File: src/rtl/uart_loader_pkg.sv
// ------------------------------------------------------------------
// uart_loader_pkg: opcodes and FSM state types for the UART loader
// Rev 1.0
// ------------------------------------------------------------------
`default_nettype none

package uart_loader_pkg;

  localparam logic [7:0] LOADER_CMD_SET_ADDR = 8'h01;
  localparam logic [7:0] LOADER_CMD_WRITE    = 8'h02;
  localparam logic [7:0] LOADER_CMD_RUN      = 8'h03;
  localparam logic [7:0] LOADER_CMD_HALT     = 8'h04;

  typedef enum logic [1:0] {
    RX_IDLE  = 2'd0,
    RX_START = 2'd1,
    RX_DATA  = 2'd2,
    RX_STOP  = 2'd3
  } rx_state_t;

  typedef enum logic [1:0] {
    PS_CMD     = 2'd0,
    PS_PAYLOAD = 2'd1,
    PS_EXEC    = 2'd2
  } parse_state_t;

  function automatic logic has_payload(input logic [7:0] op);
    return (op == LOADER_CMD_SET_ADDR) || (op == LOADER_CMD_WRITE);
  endfunction

endpackage

`default_nettype wire

File: src/rtl/uart_loader_if.sv
// ------------------------------------------------------------------
// uart_loader_if: internal-RAM loader write port
// Rev 1.0
// ------------------------------------------------------------------
`default_nettype none

interface uart_loader_if;
  logic        loader_we;
  logic [31:0] loader_addr;
  logic [31:0] loader_data;

  modport master (output loader_we, output loader_addr, output loader_data);
  modport slave  (input  loader_we, input  loader_addr, input  loader_data);
endinterface

`default_nettype wire

File: src/rtl/uart_receive.sv
// ------------------------------------------------------------------
// uart_receive: 2-flop synchronizer + 8N1 deserializer, mid-bit sampling
// Rev 1.0
// ------------------------------------------------------------------
`default_nettype none

module uart_receive
  import uart_loader_pkg::*;
#(
  parameter int BAUD_DIVIDE = 434
) (
  input  logic       clk,
  input  logic       reset,
  input  logic       rx,
  output logic       byte_valid,
  output logic [7:0] rx_byte,
  output logic       frame_error_pulse
);

  localparam int CNT_W = $clog2(BAUD_DIVIDE);
  localparam logic [CNT_W-1:0] HALF_BIT = CNT_W'(BAUD_DIVIDE / 2 - 1);
  localparam logic [CNT_W-1:0] FULL_BIT = CNT_W'(BAUD_DIVIDE - 1);

  logic [1:0]       sync;
  logic             rx_s;
  rx_state_t        state, state_n;
  logic [CNT_W-1:0] cnt, cnt_n;
  logic [2:0]       bit_idx, bit_idx_n;
  logic [7:0]       shreg, shreg_n;
  logic             valid_n, ferr_n;

  assign rx_s    = sync[1];
  assign rx_byte = shreg;

  always_ff @(posedge clk or posedge reset) begin
    if (reset) begin
      sync              <= 2'b11;
      state             <= RX_IDLE;
      cnt               <= '0;
      bit_idx           <= '0;
      shreg             <= '0;
      byte_valid        <= 1'b0;
      frame_error_pulse <= 1'b0;
    end else begin
      sync              <= {sync[0], rx};
      state             <= state_n;
      cnt               <= cnt_n;
      bit_idx           <= bit_idx_n;
      shreg             <= shreg_n;
      byte_valid        <= valid_n;
      frame_error_pulse <= ferr_n;
    end
  end

  // The half-bit start delay makes every later expiry land mid-bit.
  always_comb begin
    state_n   = state;
    cnt_n     = cnt;
    bit_idx_n = bit_idx;
    shreg_n   = shreg;
    valid_n   = 1'b0;
    ferr_n    = 1'b0;
    case (state)
      RX_IDLE: begin
        if (!rx_s) begin
          state_n = RX_START;
          cnt_n   = HALF_BIT;
        end
      end
      RX_START: begin
        if (cnt == '0) begin
          if (rx_s) begin
            state_n = RX_IDLE;
          end else begin
            state_n   = RX_DATA;
            cnt_n     = FULL_BIT;
            bit_idx_n = '0;
          end
        end else begin
          cnt_n = cnt - CNT_W'(1);
        end
      end
      RX_DATA: begin
        if (cnt == '0) begin
          shreg_n = {rx_s, shreg[7:1]};
          cnt_n   = FULL_BIT;
          if (bit_idx == 3'd7) begin
            state_n = RX_STOP;
          end else begin
            bit_idx_n = bit_idx + 3'd1;
          end
        end else begin
          cnt_n = cnt - CNT_W'(1);
        end
      end
      RX_STOP: begin
        if (cnt == '0) begin
          valid_n = rx_s;
          ferr_n  = !rx_s;
          state_n = RX_IDLE;
        end else begin
          cnt_n = cnt - CNT_W'(1);
        end
      end
      default: state_n = RX_IDLE;
    endcase
  end

endmodule

`default_nettype wire

File: src/rtl/uart_loader.sv
// ------------------------------------------------------------------
// uart_loader: UART command stream -> RAM loader writes and core reset
// Optional feature macro: UART_LOADER_TIMEOUT_EN. Rev 1.0
// ------------------------------------------------------------------
`default_nettype none

module uart_loader
  import uart_loader_pkg::*;
#(
  parameter int BAUD_DIVIDE    = 434,
  parameter int TIMEOUT_CYCLES = 5000000
) (
  input  logic           clk,
  input  logic           reset,
  input  logic           uart_rx,
  uart_loader_if.master  loader,
  output logic           core_reset,
  output logic           frame_error
);

  logic         rx_valid;
  logic [7:0]   rx_byte;
  logic         rx_ferr;

  parse_state_t state, state_n;
  logic [7:0]   opcode, opcode_n;
  logic [1:0]   byte_cnt, byte_cnt_n;
  logic [31:0]  payload, payload_n;
  logic         we_r, we_n;
  logic [31:0]  addr_r, addr_n;
  logic [31:0]  data_r, data_n;
  logic         core_r, core_n;
  logic         ferr_r;
  logic         timeout;

  uart_receive #(
    .BAUD_DIVIDE(BAUD_DIVIDE)
  ) u_rx (
    .clk               (clk),
    .reset             (reset),
    .rx                (uart_rx),
    .byte_valid        (rx_valid),
    .rx_byte           (rx_byte),
    .frame_error_pulse (rx_ferr)
  );

`ifdef UART_LOADER_TIMEOUT_EN
  localparam int TMO_W = $clog2(TIMEOUT_CYCLES + 1);
  logic [TMO_W-1:0] idle_cnt;

  always_ff @(posedge clk or posedge reset) begin
    if (reset) begin
      idle_cnt <= '0;
    end else if (rx_valid || (state != PS_PAYLOAD)) begin
      idle_cnt <= '0;
    end else if (!timeout) begin
      idle_cnt <= idle_cnt + TMO_W'(1);
    end
  end

  assign timeout = (idle_cnt == TMO_W'(TIMEOUT_CYCLES));
`else
  assign timeout = 1'b0;
`endif

  assign loader.loader_we   = we_r;
  assign loader.loader_addr = addr_r;
  assign loader.loader_data = data_r;
  assign core_reset         = core_r;
  assign frame_error        = ferr_r;

  always_ff @(posedge clk or posedge reset) begin
    if (reset) begin
      state    <= PS_CMD;
      opcode   <= '0;
      byte_cnt <= '0;
      payload  <= '0;
      we_r     <= 1'b0;
      addr_r   <= '0;
      data_r   <= '0;
      core_r   <= 1'b1;
      ferr_r   <= 1'b0;
    end else begin
      state    <= state_n;
      opcode   <= opcode_n;
      byte_cnt <= byte_cnt_n;
      payload  <= payload_n;
      we_r     <= we_n;
      addr_r   <= addr_n;
      data_r   <= data_n;
      core_r   <= core_n;
      ferr_r   <= ferr_r | rx_ferr;
    end
  end

  // Effects land on the edge that consumes the final byte; EXEC only
  // performs the post-write address increment, so the strobe sees the old address.
  always_comb begin
    state_n    = state;
    opcode_n   = opcode;
    byte_cnt_n = byte_cnt;
    payload_n  = payload;
    we_n       = 1'b0;
    addr_n     = addr_r;
    data_n     = data_r;
    core_n     = core_r;
    case (state)
      PS_CMD: begin
        if (rx_valid) begin
          opcode_n = rx_byte;
          if (has_payload(rx_byte)) begin
            state_n    = PS_PAYLOAD;
            byte_cnt_n = '0;
          end else if (rx_byte == LOADER_CMD_RUN) begin
            core_n  = 1'b0;
            state_n = PS_EXEC;
          end else if (rx_byte == LOADER_CMD_HALT) begin
            core_n  = 1'b1;
            state_n = PS_EXEC;
          end
        end
      end
      PS_PAYLOAD: begin
        if (rx_valid) begin
          payload_n  = {rx_byte, payload[31:8]};
          byte_cnt_n = byte_cnt + 2'd1;
          if (byte_cnt == 2'd3) begin
            state_n = PS_EXEC;
            if (opcode == LOADER_CMD_WRITE) begin
              we_n   = 1'b1;
              data_n = payload_n;
            end else begin
              addr_n = payload_n;
            end
          end
        end else if (timeout) begin
          state_n = PS_CMD;
        end
      end
      PS_EXEC: begin
        state_n = PS_CMD;
        if (opcode == LOADER_CMD_WRITE) begin
          addr_n = addr_r + 32'd4;
        end
      end
      default: state_n = PS_CMD;
    endcase
  end

endmodule

`default_nettype wire

File: src/flat_wrapper.sv
// flat-port wrapper written by rule: the top's interface ports become plain ports
module uart_loader_flat import uart_loader_pkg::*;
#(
  parameter int BAUD_DIVIDE    = 434,
  parameter int TIMEOUT_CYCLES = 5000000
)
  (clk, reset, uart_rx, core_reset, frame_error, loader_loader_we, loader_loader_addr, loader_loader_data);
  uart_loader_if loader_i ();
  input  logic clk;
  input  logic reset;
  input  logic uart_rx;
  output logic core_reset;
  output logic frame_error;
  output wire logic [$bits(loader_i.loader_we)-1:0] loader_loader_we;
  output wire logic [$bits(loader_i.loader_addr)-1:0] loader_loader_addr;
  output wire logic [$bits(loader_i.loader_data)-1:0] loader_loader_data;
  assign loader_loader_we = loader_i.loader_we;
  assign loader_loader_addr = loader_i.loader_addr;
  assign loader_loader_data = loader_i.loader_data;
  uart_loader #(.BAUD_DIVIDE(BAUD_DIVIDE), .TIMEOUT_CYCLES(TIMEOUT_CYCLES)) u_core (.clk(clk), .reset(reset), .uart_rx(uart_rx), .loader(loader_i), .core_reset(core_reset), .frame_error(frame_error));
endmodule
File: config.mk
export PLATFORM = sky130hd
export DESIGN_NAME = uart_loader_flat
export DESIGN_NICKNAME = d
export VERILOG_FILES = /design/src/rtl/uart_loader_pkg.sv /design/src/rtl/uart_loader_if.sv /design/src/rtl/uart_receive.sv /design/src/rtl/uart_loader.sv /design/src/flat_wrapper.sv
export SDC_FILE = /design/constraint.sdc
export NUM_CORES = 1
export LEC_CHECK = 0
export BUFFER_PORTS_ARGS = -buffer_cell sky130_fd_sc_hd__buf_2
export CORE_MARGIN = 2
export CORE_UTILIZATION = 53
export DETAILED_ROUTE_END_ITERATION = 16
export PLACE_DENSITY_LB_ADDON = 0.1
export RECOVER_POWER = 100
export SLEW_MARGIN = 30
export SYNTH_ARGS = -nofsm -noshare
export SYNTH_HDL_FRONTEND = slang
export SYNTH_SLANG_ARGS = --single-unit
File: constraint.sdc
create_clock -name clk -period 3.43 [get_ports clk]
set_clock_uncertainty 0.15 [all_clocks]
set_input_delay 0 -clock clk [delete_from_list [all_inputs] [get_ports clk]]
set_output_delay 0 -clock clk [all_outputs]
set_load 0.1 [all_outputs]
==> summary.txt, run 1 <==
STA
  • Max-slew violations: 0
  • Period minus WS final: 2.82 ns
  • RSZ-0062 raised after global routing: false
  • Sum Neg Setup Slack: 0 ns
  • Final setup violation count: 0
  • Measured slew at the worst slew-check pin: 1.39 ns
  • Final worst setup slack: 0.606 ns
  • Slew HR: 7.64%
  • Fin. Hold Viols: 0
  • Fmax: 354 MHz
  • Tcrit/Tclk final: 82.3%

Power
  • Sw Ratio: 22.2%
  • P_int: 2610 uW
  • Peak VDD IR: 0.529 mV
  • P_sw: 747 uW
  • Clk pwr share: 53.4%
  • Seq pwr share: 45.4%
  • Leakage power: 0.00325 uW
  • Pwr Total: 3360 uW
  • Power density over cell area: 471 nW/um^2
  • Combinational Power Share: 1.1%

Final layout
  • Area Growth Syn to Fin: 15.9%
  • Non-Filler Instances: 786
  • Inserted Diodes: 0
  • Area of the multi-input gates: 2710 um^2
  • Sequential Area: 3230 um^2
  • # fillers: 980
  • Layout cells sized above 1: 19.8%
  • Nets: 643

Run
  • Max Cap Viol: 0

Routing
  • Via count: 4726
  • Vias per cell: 6.01
  • DRC viols: 0
  • WL final: 14400 um
  • Routed len/inst: 18.3 um
  • Iter 0 DRT Violations: 411
  • Routed Antenna Nets: 0
  • Pre-antenna DRT Iters: 7

Worst setup path
  • Req. time, crit path: 3.59 ns
  • Endpoint class of the critical path: register
  • Max Fanout on Critical Path: 9
  • Depth of the worst register-to-register path: 6
  • Reg2Reg Setup Slack: 0.61 ns
  • Critical path class: register to register
  • Crit path DAT: 2.98 ns
  • CP Launch Type: register

Clock network
  • Clock sink count: 129
  • Cts bufs inserted: 17
  • Clk root buf: clkbuf_16
  • Max clock buf depth: 2
  • Clock latency on the worst-skew pair: 0.42 ns
  • Clock Pin Slew Worst Setup and Hold Paths: 0.06 ns
  • TritonCTS clock tree: built
  • CTS HTree Levels: 4
  • CTS resizes: 0

Floorplanning
  • DIE WIDTH: 112 um
  • Core area: 11400 um^2
  • Die height: 112 um
  • Row count: 39
  • Io pins: 70
  • Die area: 12500 um^2
  • Initial Util: 54.1%

Synthesis
  • Post-Syn Area per Cell: 11.0 um^2
  • Cell taking the most area after synthesis: dfrtp_1
  • Synthesized flop and latch total: 129
  • Async set-or-reset flop fraction in the synthesized netlist: 100%
  • Count of different cell masters after synthesis: 69
  • Synth cell count leaders: dfrtp_1, mux2_2, nand2_1
  • Synth Cell Area: 6150 um^2
  • Net count after synthesis: 574
  • Post-Synthesis Cells: 561
  • Top-count cell post-synth: dfrtp_1
  • Leading post-synthesis cells by cell area: dfrtp_1, mux2_2, a21oi_1, nand2_1, o21ai_0
  • Ys flop type: dfrtp_1
  • YS warnings: 0
  • Count of flip-flops with a built-in enable after synthesis: 0
  • Post-synth top area share: 51.3%
  • Seq/Total Area, Yosys: 52.6%

Hold path
  • Hold path cells: 2
  • Worst hold-check path type: input port to register

Global route
  • Initial antenna violation count: 0
  • First-pass GRT wire length: 24200 um
  • Largest net degree at the start of global routing: 55
  • Total overflow reported by the global router: 0
  • Overall routing resource usage: 24.5%
  • Vias in the first global route: 4623

Placed design
  • PortBufs: 69
  • DPL Wire Length: 9610 um
  • Place WS: 0.946 ns
  • Inst Count DP: 750
  • Final Wtd Congestion: 0.868

Run status
  • Status: complete, no violations
-- path summary, 6_finish.rpt --
check                                    start                           end
max                         u_core.u_rx.cnt[0]        u_core.u_rx.rx_byte[4]
min                                    uart_rx           u_core.u_rx.sync[0]
max reg2reg                 u_core.u_rx.cnt[0]        u_core.u_rx.rx_byte[4]
min reg2reg                u_core.u_rx.sync[0]           u_core.u_rx.sync[1]
max in group asynchronous                reset  u_core.loader.loader_addr[0]
min in group asynchronous                reset        u_core.u_rx.rx_byte[4]
-- critical path: stages (launching register included) --
cell     delay (ns)
dfrtp_1        0.42
inv_1          0.07
ha_1           0.20
or4b_1         0.55
nor2_1         0.57
nand2_1        0.39
mux2_2         0.36
-- logic make-up after synthesis --
group	Yosys count	synth area share, %
simple gates	167	14.1
compound gates	135	14.5
flops	129	52.6
mux	74	13.5
buf+inv	44	2.97
fa+ha+maj	10	2.04
xor+xnor	2	0.285
-- through the flow --
stage / cell area [um^2] / hold WS [ns] / utilization, %
finish: 7130 / 0.0718 / 62.7
global route: 7130 / 0.0751 / 62.7
CTS: 7230 / 0.0541 / 63.6
detailed placement: 6620 / -0.0407 / 58.3
global placement: 6620 / -0.0430 / 58.3
floorplan: 6150 / -0.146 / -
-- state kept, by name, indices dropped and copies added (netlist names), 3 cells and up, named ones only --
register,flops
u_core.loader.loader_addr,32
u_core.loader.loader_data,32
u_core.opcode,8
u_core.payload,24
u_core.u_rx.bit_idx,3
u_core.u_rx.cnt,9
u_core.u_rx.rx_byte,8
-- power by group through the flow --
| stage | sequential [uW] | clock, uW | combinational, uW |
|---|---|---|---|
| CTS | 1530 | 1810 | 40.0 |
| global placement | 1550 | 0 | 37.4 |
| detailed placement | 1550 | 0 | 38.2 |
| finish | 1530 | 1790 | 37.6 |
| global route | 1530 | 1890 | 45.4 |
| floorplan | 1550 | 0 | 24.0 |
-- layer usage --
layer	routed length (um)	GRT usage, %	up-vias
met1	6270	32.8	2349
met5	0	0	-
met4	276	8.07	0
met2	7120	40.0	148
li1	-	-	2202
met3	757	5.61	27
-- final cells by class --
cell class / instances / area share [%]
multi-input combinational: 388 / 38.1
sequential: 129 / 45.4
timing repair buffer: 83 / 5.22
inverter: 11 / 0.597
tap: 143 / 2.51
clock buffer: 18 / 6.02
clock inverter: 14 / 2.21
-- cells in the final DEF (no fill, tap or decap), types with 4 or more instances in the layout --
cell / synthesis / layout
inv_1: 11 / 10
clkbuf_1: 22 / 70
nand4_1: 6 / 6
o21ai_0: 29 / 30
and3_1: 13 / 13
buf_4: 0 / 5
and4_1: 5 / 5
a211oi_1: 4 / 4
nor4_1: 10 / 10
clkbuf_16: 0 / 17
o22a_1: 7 / 7
nand2b_1: 6 / 6
and2_1: 7 / 5
nor2_1: 30 / 31
clkinvlp_4: 0 / 5
nor3_1: 12 / 12
a21oi_1: 38 / 38
o22ai_1: 8 / 8
nand3_1: 11 / 11
nand2_1: 48 / 49
a31oi_1: 6 / 6
ha_1: 10 / 10
dfrtp_1: 126 / 126
mux2_2: 73 / 73
-- repair_timing --
item                       in CTS  in global routing
hold buffers                    2                  1
setup buffers                   0                  0
hold endpoints to repair       41                 12
setup endpoints to repair       0                  0
Note: power is estimated with default switching activity, not from simulation.
==> run 2, diff against run 1 <==
==> constraint.sdc (replaced) <==
create_clock -name clk -period 2.33 [get_ports clk]
set_clock_uncertainty 0.15 [all_clocks]
set_input_delay 0 -clock clk [delete_from_list [all_inputs] [get_ports clk]]
set_output_delay 0 -clock clk [all_outputs]
set_load 0.1 [all_outputs]
==> summary.txt, run 2 (synthesis gave the netlist of run 1 again) <==
Clock network
  • Clock sink count: 129
  • TritonCTS clock tree: built
  • Clock latency on the worst-skew pair: 0.42 ns
  • Clk root buf: clkbuf_16
  • CTS HTree Levels: 4
  • Cts bufs inserted: 17
  • Max clock buf depth: 2
  • Clock Pin Slew Worst Setup and Hold Paths: 0.06 ns

Final layout
  • Area Growth Syn to Fin: 19.3%
  • Commonest cells after routing, fill and taps aside: dfrtp_1, mux2_2, clkbuf_1
  • Nets: 658
  • Area of the multi-input gates: 2770 um^2
  • Non-Filler Instances: 801
  • # fillers: 933
  • Commonest non-fill, non-tap cell in the layout: dfrtp_1
  • Sequential Area: 3260 um^2
  • Inserted Diodes: 0
  • Layout cells sized above 1: 26.1%

Placed design
  • DPL Wire Length: 9700 um
  • Final Wtd Congestion: 0.873
  • Inst Count DP: 763
  • PortBufs: 69

Run status
  • Status: complete, no violations

Floorplanning
  • DIE WIDTH: 112 um
  • Die height: 112 um
  • Initial Util: 54.1%
  • Die area: 12500 um^2
  • Io pins: 70
  • Core area: 11400 um^2
  • Row count: 39

Hold path
  • Worst Min Path Start: uart_rx
  • Worst hold-check path type: input port to register

Worst setup path
  • Crit path DAT: 2.37 ns
  • Worst r2r src: u_core.u_rx.cnt[1]
  • Endpoint class of the critical path: register
  • Req. time, crit path: 2.48 ns
  • CP Launch Type: register
  • Crit. Startpoint: u_core.u_rx.cnt[1]
  • Max Fanout on Critical Path: 14
  • Critical path class: register to register

Routing
  • Pre-antenna DRT Iters: 4
  • Via count: 4777
  • Iter 0 DRT Violations: 407
  • Routed len/inst: 18.0 um
  • DRC viols: 0
  • Vias per cell: 5.96
  • WL final: 14400 um
  • Routed Antenna Nets: 0

STA
  • Final setup violation count: 0
  • Period minus WS final: 2.22 ns
  • Sum Neg Setup Slack: 0 ns
  • Tcrit/Tclk final: 95.3%
  • Fmax: 450 MHz
  • Fin. Hold Viols: 0
  • RSZ-0062 raised after global routing: false
  • Slew HR: 11.5%
  • Max-slew violations: 0
  • Measured slew at the worst slew-check pin: 1.33 ns

Power
  • Peak VDD IR: 0.596 mV
  • Clk pwr share: 53.2%
  • Seq pwr share: 45.8%
  • P_int: 3880 uW
  • Power density over cell area: 669 nW/um^2
  • Sw Ratio: 20.9%
  • P_sw: 1030 uW
  • Combinational Power Share: 1.0%
  • Leakage power: 0.00332 uW

Global route
  • Largest net degree at the start of global routing: 102
  • Vias in the first global route: 4697
  • Initial antenna violation count: 0
  • First-pass GRT wire length: 23800 um
  • Total overflow reported by the global router: 0
  • Overall routing resource usage: 24.0%

Run
  • Max Cap Viol: 0
run 2: cell types whose count changed in the layout (fill, tap and decap cells not counted), moves of 2 or more:
cell and delta:
dfrtp_2 +21, clkbuf_8 +2, buf_4 +14, clkbuf_4 +2, dfrtp_1 -21, inv_6 -2
run 2: final timing paths:
| check | endpoint | slack (ns) | cells past startpoint |
|---|---|---|---|
| max | u_core.u_rx.cnt[5] | 0.11 | 8 |
| min | u_core.u_rx.sync[0] | 0.08 | 2 |
| max reg2reg | u_core.u_rx.cnt[5] | 0.11 | 8 |
| min reg2reg | u_core.u_rx.sync[1] | 0.21 | 0 |
| max in group asynchronous | u_core.loader.loader_addr[11] | 0.62 | 4 |
| min in group asynchronous | u_core.loader.loader_data[30] | 0.09 | 4 |
run 2: power groups by stage:
stage	Clock (uW)	Sequential, uW	Combinational [uW]
final	2610	2250	50.3
after global placement	0	2290	55.1
after CTS	2650	2250	58.1
after detailed placement	0	2290	56.0
after floorplan	0	2290	35.3
after global routing	2760	2250	61.0
run 2: cell type report:
| type | instances | share of cell area [%] |
|---|---|---|
| clock buffer | 20 | 6.23 |
| clock inverter | 12 | 1.82 |
| inverter | 11 | 0.580 |
| multi-input combinational | 388 | 37.7 |
| sequential | 129 | 44.4 |
| tap | 143 | 2.44 |
| timing repair buffer | 98 | 6.79 |
run 2: per-layer routing:
layer / wire [um] / global-route usage (%)
met5: 0 / 0
met1: 6310 / 31.6
met3: 516 / 5.17
met4: 245 / 9.55
met2: 7330 / 39.2
run 2: metrics by stage:
stage / hold WS [ns] / power, uW / util (%) / setup WS (ns) / instance area (um^2)
3_3_place_gp: -0.0456 / 2340 / 59.7 / 0.0976 / 6790
2_1_floorplan: -0.146 / 2320 / - / 0.0319 / 6210
4_1_cts: 0.0560 / 4960 / 65.0 / 0.0300 / 7400
5_1_grt: 0.0787 / 5070 / 64.5 / 0.00478 / 7340
6_report: 0.0829 / 4910 / 64.5 / 0.110 / 7340
3_5_place_dp: -0.0434 / 2340 / 59.7 / 0.0543 / 6790
run 2: what timing repair did:
| item | 4_1_cts | 5_1_grt |
|---|---|---|
| setup buffers | 0 | 4 |
| resized for setup | 0 | 3 |
| setup endpoints to repair | 0 | 19 |
| endpoints found under the hold margin | 130 | 0 |
| hold buffers | 2 | 0 |
run 2: worst max-delay path, stage by stage, from the launching register on:
cell	delay, ns
dfrtp_1	0.40
inv_1	0.10
ha_4	0.15
or4b_4	0.46
or2_4	0.29
o21ai_2	0.18
buf_12	0.16
a21oi_1	0.04
o22a_1	0.17
